===== src/rtl/alu_scheduler.sv =====
// Round-robin front end that lets two requesters share one combinational ALU.
// Each operation takes three cycles: operand issue, result capture, and a held valid/ready response.
module alu_scheduler #(
  parameter int WIDTH  = 4,
  parameter int MODE_W = 4
) (
  input  logic                 clk,
  input  logic                 rst_n,
  input  logic                 req0_valid,
  output logic                 req0_ready,
  input  logic [WIDTH-1:0]     req0_a,
  input  logic [WIDTH-1:0]     req0_b,
  input  logic [MODE_W-1:0]    req0_mode,
  input  logic                 req1_valid,
  output logic                 req1_ready,
  input  logic [WIDTH-1:0]     req1_a,
  input  logic [WIDTH-1:0]     req1_b,
  input  logic [MODE_W-1:0]    req1_mode,
  output logic [WIDTH-1:0]     alu_in1,
  output logic [WIDTH-1:0]     alu_in2,
  output logic [MODE_W-1:0]    alu_mode,
  input  logic [2*WIDTH-1:0]   alu_num,
  input  logic                 alu_neg,
  input  logic                 alu_cero,
  input  logic                 alu_carry,
  input  logic                 alu_des,
  output logic                 rsp_valid,
  input  logic                 rsp_ready,
  output logic                 rsp_id,
  output logic [2*WIDTH-1:0]   rsp_num,
  output logic [3:0]           rsp_flags,
  output logic [7:0]           ops_done
);

  typedef enum logic [1:0] {IDLE, EXEC, RESP} state_t;

  state_t              state, state_nxt;
  logic                last_grant;
  logic                gnt1;
  logic                accept;
  logic [WIDTH-1:0]    in1_p1, in2_p1;
  logic [MODE_W-1:0]   mode_p1;
  logic                id_p1;
  logic [2*WIDTH-1:0]  num_p2;
  logic [3:0]          flags_p2;
  logic                vld_p2;
  logic [7:0]          ops_cnt;

  // On a tie the requester that did not win last time is granted.
  always_comb begin
    state_nxt  = state;
    accept     = 1'b0;
    req0_ready = 1'b0;
    req1_ready = 1'b0;
    gnt1       = req1_valid & (~req0_valid | ~last_grant);
    case (state)
      IDLE: begin
        if (rst_n && (req0_valid || req1_valid)) begin
          accept     = 1'b1;
          req0_ready = ~gnt1;
          req1_ready = gnt1;
          state_nxt  = EXEC;
        end
      end
      EXEC:    state_nxt = RESP;
      RESP:    if (rsp_ready) state_nxt = IDLE;
      default: state_nxt = IDLE;
    endcase
    vld_p2 = (state == RESP);
  end

  always_ff @(posedge clk) begin
    if (!rst_n) begin
      state      <= IDLE;
      last_grant <= 1'b1;
      in1_p1     <= '0;
      in2_p1     <= '0;
      mode_p1    <= '0;
      id_p1      <= 1'b0;
      num_p2     <= '0;
      flags_p2   <= '0;
      ops_cnt    <= '0;
    end else begin
      state <= state_nxt;
      // p1: winning operands drive the ALU for the whole EXEC cycle
      if (accept) begin
        in1_p1     <= gnt1 ? req1_a    : req0_a;
        in2_p1     <= gnt1 ? req1_b    : req0_b;
        mode_p1    <= gnt1 ? req1_mode : req0_mode;
        id_p1      <= gnt1;
        last_grant <= gnt1;
      end
      // p2: ALU result and flags captured at the end of EXEC
      if (state == EXEC) begin
        num_p2   <= alu_num;
        flags_p2 <= {alu_neg, alu_cero, alu_carry, alu_des};
      end
      if (vld_p2 && rsp_ready) ops_cnt <= ops_cnt + 8'd1;
    end
  end

  assign alu_in1   = in1_p1;
  assign alu_in2   = in2_p1;
  assign alu_mode  = mode_p1;
  assign rsp_valid = vld_p2;
  assign rsp_id    = id_p1;
  assign rsp_num   = num_p2;
  assign rsp_flags = flags_p2;
  assign ops_done  = ops_cnt;

endmodule


===== config.mk =====
export PLATFORM = sky130hd
export DESIGN_NAME = alu_scheduler
export DESIGN_NICKNAME = d
export VERILOG_FILES = /design/src/rtl/alu_scheduler.sv
export SDC_FILE = /design/constraint.sdc
export NUM_CORES = 1
export LEC_CHECK = 0
export BUFFER_PORTS_ARGS = -buffer_cell sky130_fd_sc_hd__buf_2
export CAP_MARGIN = 30
export CORE_MARGIN = 5
export CORE_UTILIZATION = 46
export CTS_BUF_LIST = sky130_fd_sc_hd__clkbuf_2 sky130_fd_sc_hd__clkbuf_4 sky130_fd_sc_hd__clkbuf_8
export CTS_CLUSTER_SIZE = 30
export DETAILED_ROUTE_END_ITERATION = 8
export PLACE_DENSITY = 0.81
export RECOVER_POWER = 25
export SYNTH_ARGS = -nofsm -noshare
export SYNTH_HDL_FRONTEND = slang
export SYNTH_SLANG_ARGS = --single-unit

===== constraint.sdc =====
create_clock -name clk -period 1.7 [get_ports clk]
set_input_delay 0 -clock clk [delete_from_list [all_inputs] [get_ports clk]]
set_output_delay 0 -clock clk [all_outputs]
set_load 0.005 [all_outputs]

==> results.sh <==
export IMPL_status="finished, final reports clean"
export IMPL_hpwl_mm=2.82
export IMPL_synth_xor_area_share_pct=1.18
export IMPL_cts_buffer_depth=2
export IMPL_gp_congestion=0.766
export IMPL_yosys_area_share_simple_pct=23.7
export IMPL_h_tree_depth=2
export IMPL_avgViaCountPerCell=5.08
export IMPL_syn_area_per_cell_um2=8.23
export IMPL_antennaDiodeCount=0
export IMPL_setup_tns_ns=0
export IMPL_netlist_instances=181
export IMPL_cts_root_buf="clkbuf_4"
export IMPL_layout_commonest_cell="buf_2"
export IMPL_num_io_pins=77
export IMPL_maxCapViolCount=0
export IMPL_worst_slew_margin_rel_pct=68.5
export IMPL_nets=340
export IMPL_die_area_um2=4470
export IMPL_placed_area_um2=1930
export IMPL_grt_pass1_wl_mm=7.97
export IMPL_track_usage_pct=23.8
export IMPL_setup_violations=0
export IMPL_dr_pass1_iters=4
export IMPL_port_buffers=76
export IMPL_floorplan_initialDensity_pct=48.4
export IMPL_synth_main_ff_cell="dfxtp_1"
export IMPL_worstMarginPinSlew_ns=0.472
export IMPL_final_antenna_net_count=0
export IMPL_clk_pin_slew_ns=0.11
export IMPL_cp_max_fo=9
export IMPL_area_growth_pct=58.6
export IMPL_whs_ns=0.0525
export IMPL_fin_total_pwr_mw=1.79
export IMPL_period_needed_ns=1.51
export IMPL_dpl_worst_slack_ns=0.339
export IMPL_cts_tree="yes"
export IMPL_clock_sinks=36
export IMPL_wire_per_inst_um=14.0
export IMPL_crit_path_start_kind="flop"
export IMPL_cts_hold_buf=38
export IMPL_hold_violations=0
export IMPL_criticalPathCategory="reg2out"
export IMPL_first_global_vias=1832
export IMPL_synth_fp_nets=223
export IMPL_grt_max_degree=20
export IMPL_cts_setup_buffers=0
export IMPL_insertion_delay_ns=0.35
export IMPL_synth_area_um2=1490
export IMPL_yosys_warnings=0
export IMPL_p_per_area_nw_per_um2=760
export IMPL_design_area_um2=2360
export IMPL_cts_resized=0
export IMPL_synth_enable_flop_cells=0
export IMPL_yosysUniqueCellTypes=27
export IMPL_finalWorstSetupSlack_ns=0.192
export IMPL_async_reset_ff_share_pct=0
export IMPL_ir_worst_vdd_uv=578
export IMPL_drive_above_1_share_pct=28.8
export IMPL_ys_seq_area_share_pct=48.4
export IMPL_wl_mm=4.82
export IMPL_placement_rows=20
export IMPL_synth_mux_area_share_pct=0.672
export IMPL_final_cell_mix="buf_2, nand2_1, dlygate4sd3_1"
export IMPL_grt_ovfl_total=0
export IMPL_period_share_pct=88.7
export IMPL_synth_seq_cells=36
export IMPL_hp_class="in2reg"
export IMPL_drv_slew=0
export IMPL_vias=1743
export IMPL_fp_dieW_um=66.9
export IMPL_synth_compound_area_share_pct=21.3
export IMPL_fin_worst_skew_ns=0.00712
export IMPL_core_area_um2=3080
export IMPL_max_freq_ghz=0.663
export IMPL_initialDrtViolationCount=87
export IMPL_leakagePower_nw=1.08
export IMPL_worstPathArrival_ns=1.51
export IMPL_synthAdderAreaFrac_pct=0.840
export IMPL_die_y_um=66.9
export IMPL_antenna_found_initial=0
export IMPL_cp_end_kind="output pin"
export IMPL_synth_top_family_by_area="simple AND/OR/NAND/NOR gates"
export IMPL_rsz0062_at_grt="false"
export IMPL_cp_required_ns=1.70
export IMPL_drc=0
export IMPL_cts_buffers=5
[cells in the mapped netlist (2+ instances only)]
cell / n / area [um^2]
o31ai_1: 2 / 15.0
inv_1: 2 / 7.51
nand2b_1: 2 / 12.5
xor2_1: 2 / 17.5
or4_1: 2 / 15.0
buf_2: 4 / 20.0
nor2b_1: 2 / 12.5
or3_1: 3 / 18.8
nand4_1: 2 / 12.5
nand3_1: 3 / 15.0
clkbuf_1: 7 / 26.3
dfxtp_1: 36 / 721
nand2_1: 51 / 191
a311oi_1: 12 / 105
o21ai_0: 5 / 25.0
a21oi_1: 31 / 155
nor2_1: 5 / 18.8
[per-stage QoR]
| stage | cells | util, % |
|---|---|---|
| 4_1_cts | 343 | 77.1 |
| 6_report | 343 | 76.7 |
| 5_1_grt | 343 | 76.7 |
| 2_1_floorplan | 181 | - |
| 3_3_place_gp | 297 | 62.7 |
| 3_5_place_dp | 297 | 62.7 |
[layout make-up]
cell class | count | area, um^2
Clock buffer | 6 | 51.3
Clock inverter | 2 | 10.0
Fill cell | 224 | 717
Inverter | 3 | 11.3
Multi-Input combinational cell | 131 | 711
Sequential cell | 36 | 721
Tap cell | 44 | 55.1
Timing Repair Buffer | 121 | 802
[critical path: stages, from the launching register on]
cell and delay [ns]:
dfxtp_1 0.39, nor3b_2 0.25, buf_4 0.20, nand3_1 0.12, inv_1 0.09, buf_2 0.11
[worst paths after layout]
path | startpoint | to | slack (ns) | depth (start not counted)
max | state[1]$_SDFFE_PN0P_ | req1_ready | 0.19 | 5
min | req1_valid | rsp_id$_SDFFE_PN0P_ | 0.05 | 4
max reg2reg | state[1]$_SDFFE_PN0P_ | alu_mode[0]$_SDFFE_PN0P_ | 0.31 | 4
min reg2reg | rsp_num[1]$_SDFFE_PN0N_ | rsp_num[1]$_SDFFE_PN0N_ | 0.46 | 2
[cell families (layout without fill, tap and decap cells)]
kind of cell,after synthesis,in the layout
and+or+nand+nor,75,75
AOI/OAI and AO/OA,52,52
DFF,36,36
buffers and inverters,14,132
xor gates and xnor gates,2,2
adders and majority gates,1,1
muxes,1,1
[sequential cells by signal, summed over array words and instances (netlist names)]
| name | flops |
|---|---|
| alu_in1 | 4 |
| alu_in2 | 4 |
| alu_mode | 4 |
| last_grant | 1 |
| ops_done | 8 |
| rsp_flags | 4 |
| rsp_id | 1 |
| rsp_num | 8 |
| state | 2 |
[where the power goes]
group          leakage, nW  switching (mW)  internal, mW
clock network       0.0380           0.286         0.197
logic                0.743           0.179         0.199
registers            0.294          0.0335         0.899
[metal layers]
layer	vias up	GRT usage [%]	wire, um
met1	768	24.2	1840
met4	0	15.2	225
met3	22	7.76	448
li1	867	-	-
met5	-	0	0
met2	86	41.3	2300
(Power assumes the default switching activity.)
